==> src/rtl/join_responder_pkg.sv <==
// Shared types and default constants for the join responder and its stall watchdog.
package join_responder_pkg;

   typedef enum logic [0:0] {
      COLLECT = 1'b0,
      RESPOND = 1'b1
   } state_e;

   localparam int unsigned DEF_ACK_VAL  = 32'd42;
   localparam int unsigned DEF_NACK_VAL = 32'd0;
   localparam int unsigned DEF_TIMEOUT  = 32'd16;

   // Increment that sticks at all-ones instead of wrapping.
   function automatic logic [7:0] sat_inc8(input logic [7:0] v);
      logic [7:0] r;
      if (v == 8'hFF) begin
         r = v;
      end else begin
         r = v + 8'd1;
      end
      return r;
   endfunction

endpackage

==> src/rtl/join_responder_stall_watchdog.sv <==
// Saturating stall counter with a sticky deadlock flag raised when the count
// reaches TIMEOUT; only a reset clears the flag.
module stall_watchdog
   import join_responder_pkg::*;
#(
   parameter int unsigned TIMEOUT = DEF_TIMEOUT
) (
   input  logic clk,
   input  logic rst,
   input  logic stall,
   input  logic clear,
   output logic deadlock
);

   localparam logic [7:0] TIMEOUT_C = 8'(TIMEOUT);

   logic [7:0] count_r;
   logic [7:0] count_nxt_s;
   logic       deadlock_r;

   // Next count: clear wins over stall, otherwise saturating increment.
   always_comb begin
      count_nxt_s = count_r;
      if (clear) begin
         count_nxt_s = 8'd0;
      end else if (stall) begin
         count_nxt_s = sat_inc8(count_r);
      end else begin
         count_nxt_s = 8'd0;
      end
   end

   // Counter and sticky flag registers.
   always_ff @(posedge clk) begin
      if (rst) begin
         count_r    <= 8'd0;
         deadlock_r <= 1'b0;
      end else begin
         count_r    <= count_nxt_s;
         deadlock_r <= deadlock_r | (count_nxt_s >= TIMEOUT_C);
      end
   end

   assign deadlock = deadlock_r;

endmodule

==> src/rtl/join_responder.sv <==
// Joins one request from channel A and one from channel B, then answers on C
// with ACK_VAL if either captured payload is nonzero, NACK_VAL otherwise.
module join_responder
   import join_responder_pkg::*;
#(
   parameter int unsigned DW       = 8,
   parameter int unsigned ACK_VAL  = DEF_ACK_VAL,
   parameter int unsigned NACK_VAL = DEF_NACK_VAL,
   parameter int unsigned TIMEOUT  = DEF_TIMEOUT
) (
   input  logic          clk,
   input  logic          rst,
   input  logic          a_valid,
   output logic          a_ready,
   input  logic [DW-1:0] a_data,
   input  logic          b_valid,
   output logic          b_ready,
   input  logic [DW-1:0] b_data,
   output logic          c_valid,
   input  logic          c_ready,
   output logic [DW-1:0] c_data,
   output logic          c_ack,
   output logic          deadlock,
   output logic [7:0]    txn_count
);

   localparam logic [DW-1:0] ACK_C  = DW'(ACK_VAL);
   localparam logic [DW-1:0] NACK_C = DW'(NACK_VAL);

   state_e        state_r,     state_nxt_s;
   logic          a_got_r,     a_got_nxt_s;
   logic          b_got_r,     b_got_nxt_s;
   logic [DW-1:0] a_flag_r,    a_flag_nxt_s;
   logic [DW-1:0] b_flag_r,    b_flag_nxt_s;
   logic          a_ready_r,   a_ready_nxt_s;
   logic          b_ready_r,   b_ready_nxt_s;
   logic          c_valid_r,   c_valid_nxt_s;
   logic [DW-1:0] c_data_r,    c_data_nxt_s;
   logic          c_ack_r,     c_ack_nxt_s;
   logic [7:0]    txn_count_r, txn_count_nxt_s;

   logic a_xfer_s;
   logic b_xfer_s;
   logic c_hs_s;
   logic resp_ack_s;
   logic stall_s;
   logic clear_s;

   assign a_xfer_s   = a_valid && a_ready_r;
   assign b_xfer_s   = b_valid && b_ready_r;
   assign c_hs_s     = c_valid_r && c_ready;
   assign resp_ack_s = |(a_flag_r | b_flag_r);

   // Stalled means waiting on the missing partner or on a blocked response.
   assign stall_s = ((state_r == COLLECT) && (a_got_r ^ b_got_r)) ||
                    ((state_r == RESPOND) && !c_ready);
   assign clear_s = !stall_s || a_xfer_s || b_xfer_s;

   // Next-state and datapath decode for the collect/respond handshake.
   always_comb begin
      state_nxt_s     = state_r;
      a_got_nxt_s     = a_got_r;
      b_got_nxt_s     = b_got_r;
      a_flag_nxt_s    = a_flag_r;
      b_flag_nxt_s    = b_flag_r;
      c_valid_nxt_s   = c_valid_r;
      c_data_nxt_s    = c_data_r;
      c_ack_nxt_s     = c_ack_r;
      txn_count_nxt_s = txn_count_r;
      case (state_r)
         COLLECT: begin
            if (a_xfer_s) begin
               a_got_nxt_s  = 1'b1;
               a_flag_nxt_s = a_data;
            end else begin
               a_got_nxt_s  = a_got_r;
            end
            if (b_xfer_s) begin
               b_got_nxt_s  = 1'b1;
               b_flag_nxt_s = b_data;
            end else begin
               b_got_nxt_s  = b_got_r;
            end
            if (a_got_r && b_got_r) begin
               state_nxt_s   = RESPOND;
               c_valid_nxt_s = 1'b1;
               c_ack_nxt_s   = resp_ack_s;
               c_data_nxt_s  = resp_ack_s ? ACK_C : NACK_C;
            end else begin
               state_nxt_s   = COLLECT;
            end
         end
         RESPOND: begin
            if (c_hs_s) begin
               state_nxt_s     = COLLECT;
               c_valid_nxt_s   = 1'b0;
               a_got_nxt_s     = 1'b0;
               b_got_nxt_s     = 1'b0;
               a_flag_nxt_s    = {DW{1'b0}};
               b_flag_nxt_s    = {DW{1'b0}};
               txn_count_nxt_s = txn_count_r + 8'd1;
            end else begin
               state_nxt_s     = RESPOND;
            end
         end
         default: begin
            state_nxt_s   = COLLECT;
            c_valid_nxt_s = 1'b0;
            a_got_nxt_s   = 1'b0;
            b_got_nxt_s   = 1'b0;
         end
      endcase
      // Ready is registered from the next state so the ports never glitch.
      a_ready_nxt_s = (state_nxt_s == COLLECT) && !a_got_nxt_s;
      b_ready_nxt_s = (state_nxt_s == COLLECT) && !b_got_nxt_s;
   end

   // State and output registers.
   always_ff @(posedge clk) begin
      if (rst) begin
         state_r     <= COLLECT;
         a_got_r     <= 1'b0;
         b_got_r     <= 1'b0;
         a_flag_r    <= {DW{1'b0}};
         b_flag_r    <= {DW{1'b0}};
         a_ready_r   <= 1'b1;
         b_ready_r   <= 1'b1;
         c_valid_r   <= 1'b0;
         c_data_r    <= {DW{1'b0}};
         c_ack_r     <= 1'b0;
         txn_count_r <= 8'd0;
      end else begin
         state_r     <= state_nxt_s;
         a_got_r     <= a_got_nxt_s;
         b_got_r     <= b_got_nxt_s;
         a_flag_r    <= a_flag_nxt_s;
         b_flag_r    <= b_flag_nxt_s;
         a_ready_r   <= a_ready_nxt_s;
         b_ready_r   <= b_ready_nxt_s;
         c_valid_r   <= c_valid_nxt_s;
         c_data_r    <= c_data_nxt_s;
         c_ack_r     <= c_ack_nxt_s;
         txn_count_r <= txn_count_nxt_s;
      end
   end

   stall_watchdog #(
      .TIMEOUT (TIMEOUT)
   ) u_watchdog (
      .clk      (clk),
      .rst      (rst),
      .stall    (stall_s),
      .clear    (clear_s),
      .deadlock (deadlock)
   );

   assign a_ready   = a_ready_r;
   assign b_ready   = b_ready_r;
   assign c_valid   = c_valid_r;
   assign c_data    = c_data_r;
   assign c_ack     = c_ack_r;
   assign txn_count = txn_count_r;

endmodule

==> config.mk <==
export PLATFORM = sky130hd
export DESIGN_NAME = join_responder
export DESIGN_NICKNAME = d
export VERILOG_FILES = /design/src/rtl/join_responder_pkg.sv /design/src/rtl/join_responder_stall_watchdog.sv /design/src/rtl/join_responder.sv
export SDC_FILE = /design/constraint.sdc
export NUM_CORES = 1
export LEC_CHECK = 0
export CAP_MARGIN = 0
export CORE_MARGIN = 2
export CORE_UTILIZATION = 25
export CTS_CLUSTER_SIZE = 25
export DETAILED_ROUTE_END_ITERATION = 16
export HOLD_SLACK_MARGIN = 0.1
export SYNTH_ARGS = -nofsm -noshare
export SYNTH_HDL_FRONTEND = slang
export SYNTH_SLANG_ARGS = --single-unit
==> constraint.sdc <==
create_clock -name clk -period 1.8 [get_ports clk]
set_input_delay 0.36 -clock clk [delete_from_list [all_inputs] [get_ports clk]]
set_output_delay 0.36 -clock clk [all_outputs]
set_load 0.02 [all_outputs]
=== After elaboration in Yosys (flattened, before gate mapping) ===
Cells that the tools add are included.

* Register bits after elaboration: 48
* Bits of input ports: 21
* Output and inout port bits: 21
* Logic and storage cells: 68

* Add/sub/neg operators: 2
* Magnitude comparators: 1
* Eq/ne operators: 5
* Multiplexer cells: 21
* Bitwise gates (word level): 5
* Reduce and logical (&&, ||, !) cells: 21

{| class="wikitable"
|+ Operators with widths
! kind !! count
|-
| $mux 8 || 6
|-
| $pmux 8 s2 || 2
|-
| $add 8x1->8 const B || 2
|-
| $reduce_and 2->1 || 5
|-
| $eq 8x8->1 const B || 1
|-
| $ge 8x5->1 const B || 1
|-
| $logic_and 1x1->1 || 8
|-
| $mux 1 || 8
|-
| $or 8x8->8 || 1
|-
| $pmux 1 s2 || 4
|-
| $reduce_or 8->1 || 1
|-
| $mux 6 || 1
|-
| $logic_not 1->1 || 4
|-
| $ne 2x1->1 const B || 2
|-
| $ne 2x2->1 const B || 2
|-
| $logic_or 1x1->1 || 3
|-
| $not 1->1 || 2
|-
| $or 1x1->1 || 1
|-
| $xor 1x1->1 || 1
|}

=== Depth between registers and ports, before layout ===
* Word-level depth: 9
* Depth in mapped cells: 6
* Mapped depth without buffers: 5

=== Modules after synthesis ===
Synthesis repeated with hierarchy kept, for this count alone.

* Cells, all modules: 209
* Area total of the unflattened synthesis: 1,805.5 µm²

{| class="wikitable"
|+ By module, submodules not included
! module !! times used !! cells an instance !! area an instance (µm²) !! seq. area each (µm²)
|-
| join_responder || 1 || 156 || 1,330.0 || 620.6
|-
| stall_watchdog || 1 || 53 || 475.5 || 180.2
|}

=== Least setup slack after synthesis ===
No wires, ideal clock.

* Path kind: flip-flop to flip-flop
* Start point: register u_watchdog.count_r[0]
* End point: register u_watchdog.deadlock_r, in the netlist u_watchdog.deadlock
* Library setup time: 134 ps
* Data arrival time: 1,571 ps
* Data required time: 1,666 ps
* Slack: 95 ps
* Stages on the path, launching flop included: 6
* Path buffers: 0
* Period minus slack after synthesis: 1,705 ps
* Cell sequence: dfxtp_1 -> ha_1 -> and4_2 -> a21boi_0 -> o32ai_1 -> or4_1

* Word-level cells in the longest chain between the ends: 6
* Elaborated cells between the ends (all ways): 7
* Classes of those cells: add/sub (1); order compare (1); eq/ne (1); mux (3); bitwise (1)

{| class="wikitable"
|+ Ends and longest elaborated chain
! element !! RTL line !! source
|-
| from (decl) || join_responder_stall_watchdog.sv:17 || <nowiki>logic [7:0] count_r;</nowiki>
|-
| from (signal assigned) || join_responder_stall_watchdog.sv:39 || <nowiki>count_r <= count_nxt_s;</nowiki>
|-
| $add 8x1->8 / $eq 8x8->1 (equally long branches) || join_responder_pkg.sv:19, join_responder_pkg.sv:16 ||
|-
| $mux 8 * || join_responder_pkg.sv:16 || <nowiki>if (v == 8'hFF) begin</nowiki>
|-
| $mux 8 * || join_responder_stall_watchdog.sv:26 || <nowiki>end else if (stall) begin</nowiki>
|-
| $mux 8 * || join_responder_stall_watchdog.sv:24 || <nowiki>if (clear) begin</nowiki>
|-
| $ge 8x5->1 * || join_responder_stall_watchdog.sv:40 || <nowiki>deadlock_r <= deadlock_r | (count_nxt_s >= TIMEOUT_C);</nowiki>
|-
| $or 1x1->1 * || join_responder_stall_watchdog.sv:40 ||
|-
| to (signal assigned) || join_responder_stall_watchdog.sv:40 ||
|-
| to (decl) || join_responder_stall_watchdog.sv:19 || <nowiki>logic deadlock_r;</nowiki>
|}

Every way passes the cells marked *; elsewhere a longest branch is shown, timed or not.
A chain may end at the register's enable or synchronous reset.

=== Worst setup path after layout ===
* Start point: register txn_count_r[0], in the netlist txn_count[0]
* End point: output txn_count[0]

{| class="wikitable"
|+ RTL lines
! element !! RTL line !! source
|-
| from (decl) || join_responder.sv:40 || <nowiki>logic [7:0] txn_count_r, txn_count_nxt_s;</nowiki>
|-
| from (signal assigned) || join_responder.sv:143 || <nowiki>txn_count_r <= txn_count_nxt_s;</nowiki>
|-
| to (decl) || join_responder.sv:24 || <nowiki>output logic [7:0] txn_count</nowiki>
|}

No word-level cell between the ends.

==> flow_summary.yaml <==
pwr:
  pwr-share-comb: 0.163
  p_leak_nw: 0.8256
  p_seq_frac: 0.530
  ir_drop_uv: 497.0
  power_density_nw_per_um2: 829.9
  internal-power_mw: 1.363
  total_power_mw: 1.839
  clkPwrFrac: 0.307
  p_sw_frac: 0.2589
  power.switching_mw: 0.4762
place:
  dp_hpwl_um: 2637
  io_buffers: 36
  gp_congestion: 0.8406
finish:
  final_core_util: 0.3530
  nets: 241
  area_delta_synth_final_pct: 37.93
  multiInputGateArea_um2: 744.5
  fillers: 661
  insertedDiodeCount: 0
  seq_area_um2: 800.8
  drive_above_1_share: 0.1290
clock_tree:
  cts_hold_buf: 0
  cts.sinks: 40
  insertion_delay_ps: 290
  cts_buffers: 5
  path_clk_slew_ps: 70
  htreeDepth: 2
  cts_resized: 0
  clockBufferDepth: 2
  clockRootBuffer: "clkbuf_8"
  cts_setup_buffers: 0
  tritoncts: "done"
critical_path:
  critical_path_arrival_ps: 1370
  crit_buf_inv: 1
  worstPathMaxFanout: 5
  critPathTopFamily: "buffers and inverters"
  slowest_stage: "clkdlybuf4s50_1"
  slowest_delay_ps: 640
  path_cells: "clkdlybuf4s50_1"
  start_kind: "register"
  cp-end-kind: "output port"
  cp.required_ps: 1440
  crit_type: "register to output port"
timing:
  setup_violations: 0
  min_period_ps: 1735
  period_share: 0.9637
  maxSlewViolCount: 0
  fin_skew_ps: 5.902
  fmax_ghz: 0.5765
  final-hold-violation-count: 0
  rsz0062_at_grt: "false"
yosys:
  synth_top_family_by_area: "simple AND/OR/NAND/NOR gates"
  ys_seq_area_frac: 0.4984
  synth_xor_area_frac: 0.03816
  yosys.area.top_type: "dfxtp_1"
  syn-instance-count: 168
  ys_seq_elements: 40
  yosysUniqueCellTypes: 41
  synthAdderAreaFrac: 0.02336
  synth.most_common_cell: "dfxtp_1"
  yosys-top-cells-area: "dfxtp_1 50%, nor2_1 5.4%, a22o_1 4.4%, a22oi_1 3.7%, buf_4 3.7%"
  muxShareOfSynthArea: 0.006231
  yosys-top-cells-count: "40 x dfxtp_1, 23 x nor2_1, 9 x nand2_1"
  syn_avg_cell_area_um2: 9.563
  synth_edf_count: 0
  async_reset_ff_frac: 0
  synth.cell_area_um2: 1607
  synth_compound_area_frac: 0.1846
  synthSimpleGateAreaFrac: 0.1900
  synth_ff_type: "dfxtp_1"
  synth_top_area_share: 0.4984
  ys.warnings.count: 0
die:
  dieArea_um2: 7084
  chipWidth_um: 84.17
  core_region_area_um2: 6277
  num_io_pins: 42
  dieHeight_um: 84.17
  rows: 29
  start_util: 0.2559
routing:
  num_vias: 1374
  drtPass1Iterations: 4
  drc_errors: 0
  drt-vias-per-instance: 4.673
  totalWireLength_um: 3559
  drtIter0Drc: 89
  drtAntennaViolNets: 0
  wire_per_inst_um: 12.11
outcome:
  status: "completed"
global_route:
  grt_max_degree: 20
  grt_usage: 0.1040
  grt_pass1_wl_um: 5858
  overflow: 0
  antenna_found_initial: 0
  grt_pass1_vias: 1256
job:
  cap_viol_max_count: 0
hold_path:
  hold_path_class: "register to register"
-- area by class of cell --
type	instances	area share
flip-flops and latches	40	0.3614
multi-input cells	116	0.3360
inverters	3	0.005082
clock buffers	6	0.03275
clock inverters	1	0.002259
repair buffers	51	0.2191
well taps	77	0.04348
-- state kept, by name (all words and copies together), names as in the netlist --
name and count:
a_flag_r 8, state_r 1, a_got_r 1, b_flag_r 8, u_watchdog.deadlock 1, a_ready 1, c_valid 1, txn_count 8
b_ready 1, u_watchdog.count_r 8, b_got_r 1, c_data 1
-- kinds of logic after synthesis --
kind of cell / count (synthesis)
simple gates: 60
compound gates: 40
flops: 40
buf+inv: 16
xor+xnor: 7
fa+ha+maj: 3
other cells: 1
mux: 1
-- stage by stage --
step / instances / setup slack (ps) / setup TNS [ps] / cell area, um^2 / hold WS (ps)
final: 294 / 65.42 / 0 / 2216 / 482.4
after global routing: 294 / 4.984 / 0 / 2216 / 496.3
after CTS: 294 / 49.63 / 0 / 2201 / 487.0
after detailed placement: 287 / -39.07 / -39.07 / 2123 / 465.3
after global placement: 287 / -16.57 / -16.57 / 2123 / 463.1
after floorplan: 172 / 95.02 / 0 / 1622 / 449.7
-- worst paths after layout --
path / from / to / slack, ps / cells after the start
worst max-delay path: txn_count[0] / txn_count[0] / 70 / 1
worst min-delay path: b_got_r / b_got_r / 480 / 1
worst max register to register: u_watchdog.count_r[0] / u_watchdog.deadlock / 110 / 5
worst min register to register: b_got_r / b_got_r / 480 / 1
-- layer usage --
| layer | track usage | up-vias | wire [um] |
|---|---|---|---|
| li1 | - | 693 | - |
| met1 | 0.1334 | 634 | 1718 |
| met2 | 0.1537 | 41 | 1552 |
| met3 | 0.04031 | 6 | 216 |
| met4 | 0.04839 | 0 | 72 |
| met5 | 0 | - | 0 |
-- power by group through the flow --
| stage | Sequential [mW] | Combinational [mW] | Clock (mW) |
|---|---|---|---|
| global placement | 0.994 | 0.300 | 0 |
| CTS | 0.975 | 0.303 | 0.583 |
| global route | 0.983 | 0.327 | 0.620 |
| finish | 0.975 | 0.299 | 0.564 |
| floorplan | 1.00 | 0.159 | 0 |
| detailed placement | 0.996 | 0.302 | 0 |
-- cell usage in the layout (no fill, tap or decap), types with 2 or more instances in the layout --
cell type,synthesis,routed
a21oi_1,6,6
a22o_1,8,8
a22oi_1,8,8
a31oi_1,4,4
buf_4,8,14
clkbuf_8,0,5
clkdlybuf4s50_1,0,36
conb_1,1,5
dfxtp_1,40,40
ha_1,3,2
inv_1,3,3
nand2_1,9,9
nand3_1,3,3
nand3_2,2,2
nand4_1,3,3
nor2_1,23,23
nor3_1,5,5
nor4_1,5,5
o21a_1,5,5
o21ai_0,2,2
xnor2_1,6,6
Note: power is estimated with default switching activity, not from simulation.
==> patch 1: new RTL, config.mk and constraints unchanged <==
`DW`: 8 -> 12.
--- a/src/rtl/join_responder.sv
+++ b/src/rtl/join_responder.sv
@@ -3,7 +3,7 @@
 module join_responder
    import join_responder_pkg::*;
 #(
-   parameter int unsigned DW       = 8,
+   parameter int unsigned DW       = 12,
    parameter int unsigned ACK_VAL  = DEF_ACK_VAL,
    parameter int unsigned NACK_VAL = DEF_NACK_VAL,
    parameter int unsigned TIMEOUT  = DEF_TIMEOUT
Ports: changed (resized a_data, b_data and c_data); port bits go from 42 to 54. The function was not compared with the original's and may differ.
==> patch 1 against the unedited design <==
- synthesized cell count grew 14%
- worst setup slack gained 0.032 ns
- wire length grew 18%
- via count grew 8.6%
- power grew 29%
- sequential cell count grew 8
- die area grew 23%
- synthesized area grew 24%
- non-clock buffer count grew 3
- clock power grew 39%
- design area grew 18%
- critical path type unchanged
- largest cell class unchanged
- highest routed layer unchanged
==> patch 1: results (changes against the unedited design) <==
Clock tree
  – Clock tree buffer depth: 2 (unchanged)
  – Clock slew at reported path FFs: 0.09 ns (was 0.07 ns)

Placement
  – GPL Wtd Cong: 0.735 (was 0.841)
  – Placed insts: 333 (was 287)
  – Place WS: -0.123 ns (was -0.0391 ns)
  – Port bufs: 44 (was 36)
  – Post-DP HPWL: 3070 µm (was 2640 µm)

Global routing
  – Vias in the first global route: 1424 (was 1256)
  – First-pass GRT wire length: 6660 µm (was 5860 µm)
  – Largest net degree at the start of global routing: 17 (was 20)

Route
  – Via count: 1492 (was 1374)
  – 1st-iter DRT viols: 55 (was 89)
  – WL/cell: 12.3 µm (was 12.1 µm)
  – Pre-antenna DRT Iters: 3 (was 4)

Power
  – Sw Pwr: 0.000607 W (was 0.000476 W)
  – Max rail drop VDD: 289 µV (was 497 µV)
  – Clock Power Share: 33.1% (was 30.7%)

Worst setup path
  – FF-to-FF path depth: 4 (was 5)
  – CP peak stage delay: 0.63 ns
  – R2R Path End: u_watchdog.deadlock (unchanged)
  – Crit path DAT: 1.34 ns (was 1.37 ns)
  – Worst R2R Setup Slack: 0.23 ns (was 0.11 ns)

Yosys
  – Commonest cells post-synth: dfxtp_1, a22o_1, nor2_1, buf_4, nor4_1 (was dfxtp_1, nor2_1, nand2_1)
  – Sequential element share of the synthesized area: 48.1% (was 49.8%)
  – Avg Cell Area, Syn: 10.4 µm² (was 9.56 µm²)
  – Yosys cell types: 39 (was 41)
  – Area contributors post-synth: dfxtp_1, a22o_1, buf_4 (was dfxtp_1, nor2_1, a22o_1)

Min path
  – Worst min path class: reg2reg (unchanged)
  – Hold Path End: a_flag_r[1] (was b_got_r)

Final layout
  – Layout cells sized above 1: 12.1% (was 12.9%)
  – Post-Layout Cell Count: 341 (was 294)
  – Nets: 270 (was 241)

STA
  – Minimum clock period after layout: 1.70 ns (was 1.73 ns)
  – Skew final: 0.00554 ns (was 0.00590 ns)

Outcome
  – Run status: finished clean (unchanged)
## patch 1: through the flow
| stage | util, % | setup TNS [ns] | total power [W] | cell area, µm² | hold WS (ns) |
|---|---|---|---|---|---|
| 6_report | 33.9 | 0 | 0.00237 | 2620 | 0.481 |
| 5_1_grt | 33.9 | 0 | 0.00248 | 2620 | 0.496 |
| 4_1_cts | 33.9 | 0 | 0.00241 | 2620 | 0.485 |
| 3_5_place_dp | 32.4 | -1.51 | 0.00161 | 2500 | 0.461 |
| 3_3_place_gp | 32.4 | -1.37 | 0.00161 | 2500 | 0.459 |
| 2_1_floorplan | - | 0 | 0.00147 | 2030 | 0.443 |
## patch 1: worst max path at each step
stage / depth (start not counted) / start / endpoint
after global routing: 1 / txn_count[2] / txn_count[2]
after global placement: 5 / b_valid / b_ready
final: 1 / txn_count[2] / txn_count[2]
after floorplan: 5 / u_watchdog.count_r[0] / u_watchdog.deadlock
after CTS: 1 / txn_count[1] / txn_count[1]
after detailed placement: 5 / b_valid / b_ready
## patch 1: timing repair
action,in CTS,in global routing
setup endpoints to repair,0,1
endpoints found under the hold margin,0,0
gates resized for setup,0,1
## patch 1: cell families (layout without fill, tap and decap cells)
logic type / Yosys count / count (layout) / share of synthesized area, %
adders and majority gates: 3 / 3 / 1.88
muxes: 2 / 2 / 1.00
and+or+nand+nor: 63 / 63 / 19.0
buffers and inverters: 26 / 65 / 8.95
other: 1 / 9 / 0.188
DFF: 48 / 48 / 48.1
xor gates and xnor gates: 9 / 9 / 3.95
AOI/OAI and AO/OA: 40 / 40 / 16.9
## patch 1: layout make-up
type	instances	area (µm²)
fill	775	5100
sequential	48	961
multi-input combinational	126	888
timing repair buffer	54	518
tap	102	128
clock buffer	5	68.8
clock inverter	3	47.5
inverter	3	11.3
## patch 1: metal layers
layer | vias to the layer above | GRT usage (%) | wire length [µm]
met1 | 691 | 12.6 | 1900
met3 | 6 | 4.11 | 288
met5 | - | 0 | 0
met4 | 0 | 2.94 | 59
li1 | 765 | - | -
met2 | 30 | 14.5 | 1940
## patch 1: power by group through the flow
stage | combinational, W | clock, W | sequential (W)
2_1_floorplan | 0.000243 | 0 | 0.00122
3_3_place_gp | 0.000387 | 0 | 0.00122
3_5_place_dp | 0.000391 | 0 | 0.00122
4_1_cts | 0.000393 | 0.000813 | 0.00120
5_1_grt | 0.000425 | 0.000848 | 0.00121
6_report | 0.000388 | 0.000785 | 0.00120
==> patch 2: new RTL, same flow settings <==
Made on the original files. Register the output `txn_count` once more; this adds one clock of latency there. The other outputs are not delayed to match.
--- a/src/rtl/join_responder.sv
+++ b/src/rtl/join_responder.sv
@@ -159,7 +159,9 @@
    assign c_valid   = c_valid_r;
    assign c_data    = c_data_r;
    assign c_ack     = c_ack_r;
-   assign txn_count = txn_count_r;
+   always_ff @(posedge clk) begin
+      txn_count <= txn_count_r;
+   end
 
 endmodule
 
Formal check against the unedited RTL: not equivalent (Yosys sat finds a counterexample within 4 cycles, from zero or initial values and one cycle with rst high).
==> patch 2 against the unedited design <==
- worst setup slack better by 0.012 ns
- design area up 11%
- fmax up 0.68%
- highest routed layer unchanged
- power up 28%
- synthesized area up 15%
- sequential cell count up 8
- wire length up 5.8%
==> patch 2: results (changes against the unedited design) <==
Clock tree
  – Inserted Clock Buffers: 5 (unchanged)
  – Clock slew at reported path FFs: 0.09 ns (was 0.07 ns)
  – Post-CTS Setup Bufs: 0 (unchanged)

Route
  – Pre-antenna DRT Iters: 4 (unchanged)
  – WL/cell: 11.3 µm (was 12.1 µm)
  – Drt via density: 4.31 (was 4.67)
  – 1st-iter DRT viols: 36 (was 89)
  – Final WL: 3770 µm (was 3560 µm)

Yosys
  – YS warnings: 0 (unchanged)
  – Sequential element share of the synthesized area: 51.9% (was 49.8%)
  – Area contributors post-synth: dfxtp_1, nor2_1, a22oi_1 (was dfxtp_1, nor2_1, a22o_1)
  – Synth top area share: 51.9% (was 49.8%)
  – Yosys cell types: 37 (was 41)
  – Commonest cells post-synth: dfxtp_1, nor2_1, a22oi_1, buf_4 (was dfxtp_1, nor2_1, nand2_1)
  – Avg Cell Area, Syn: 9.65 µm² (was 9.56 µm²)
  – Ys flop type: dfxtp_1 (unchanged)

Global routing
  – First-pass GRT wire length: 6310 µm (was 5860 µm)
  – Largest net degree at the start of global routing: 21 (was 20)
  – Vias in the first global route: 1344 (was 1256)
  – Total GRT Usage: 9.68% (was 10.4%)

Min path
  – Worst min path class: reg2reg (unchanged)
  – Hold Path End: txn_count[7] (was b_got_r)
  – WHS Path Cells: 0 (was 1)
  – Min-Delay Startpoint: txn_count_r[7] (was b_got_r)

Power
  – Max rail drop VDD: 391 µV (was 497 µV)
  – Lkg Pwr: 0.924 nW (was 0.826 nW)

Outcome
  – Run status: finished clean (unchanged)

Final layout
  – Antenna diodes: 0 (unchanged)
  – Layout cells sized above 1: 10.3% (was 12.9%)
  – Nets: 257 (was 241)
  – Fill count: 745 (was 661)

Placement
  – Placed insts: 325 (was 287)
  – Post-DP HPWL: 2800 µm (was 2640 µm)
  – GPL Wtd Cong: 0.772 (was 0.841)
  – Placed Area: 2310 µm² (was 2120 µm²)

Worst setup path
  – FF-to-FF path depth: 5 (unchanged)
  – Worst R2R Setup Slack: 0.19 ns (was 0.11 ns)

STA
  – Skew final: 0.0119 ns (was 0.00590 ns)
==> patch 2: changes by cell type after synthesis, moves of 3 or more <==
| cell | change |
|---|---|
| a22oi_1 | +8 |
| a22o_1 | -8 |
| dfxtp_1 | +8 |
| nor3_1 | -3 |
| xor2_1 | +3 |
| o21a_1 | -5 |
| nor2_1 | +17 |
==> patch 2: layout make-up <==
type                       count  area (µm²)  share of cell area [%]
clock buffer                   5        68.8                    2.81
tap                           99         124                    5.05
multi-input combinational    131         793                    32.4
inverter                       2        7.51                   0.306
clock inverter                 3        68.8                    2.81
timing repair buffer          45         428                    17.5
sequential                    48         961                    39.2
==> patch 2: worst max-delay path by stage <==
| stage | startpoint | end | slack [ns] |
|---|---|---|---|
| after floorplan | u_watchdog.count_r[0] | u_watchdog.deadlock | 0.29 |
| after global placement | c_ready | txn_count_r[6] | -0.05 |
| after detailed placement | c_ready | txn_count_r[6] | -0.07 |
| after CTS | c_data[3] | c_data[5] | 0.06 |
| after global routing | c_data[3] | c_data[5] | 0.02 |
| final | c_data[3] | c_data[3] | 0.08 |
==> patch 2: power by group <==
group          total, W  internal [W]  switching [W]
clock          0.000930      0.000559       0.000371
sequential      0.00114       0.00111      0.0000294
combinational  0.000279      0.000143       0.000136
==> patch 2: per-layer routing <==
metal / vias to the layer above / routed length [µm] / GRT usage [%]
li1: 749 / - / -
met1: 645 / 1750 / 12.0
met2: 34 / 1710 / 15.2
met3: 8 / 222 / 3.19
met4: 0 / 82 / 4.62
met5: - / 0 / 0
==> patch 2: through the flow <==
| step | hold slack (ns) | utilization [%] | setup WS (ns) | setup TNS (ns) | power [W] |
|---|---|---|---|---|---|
| 3_5_place_dp | 0.359 | 32.1 | -0.0716 | -0.138 | 0.00144 |
| 2_1_floorplan | 0.339 | - | 0.294 | 0 | 0.00133 |
| 4_1_cts | 0.372 | 34.0 | 0.0623 | 0 | 0.00237 |
| 3_3_place_gp | 0.354 | 32.1 | -0.0471 | -0.0893 | 0.00144 |
| 6_report | 0.369 | 34.0 | 0.0771 | 0 | 0.00235 |
| 5_1_grt | 0.380 | 34.0 | 0.0195 | 0 | 0.00245 |
==> patch 2: kinds of logic after synthesis <==
family                   after synthesis  share of synthesized area, %
AND/OR/NAND/NOR                       78                          21.6
flip-flops                            48                          51.9
AO/OA/AOI/OAI                         33                          12.2
buffers and inverters                 17                          6.14
XOR/XNOR                               9                          4.25
adder cells (fa/ha/maj)                3                          2.03
multiplexers                           3                          1.69
other                                  1                         0.202
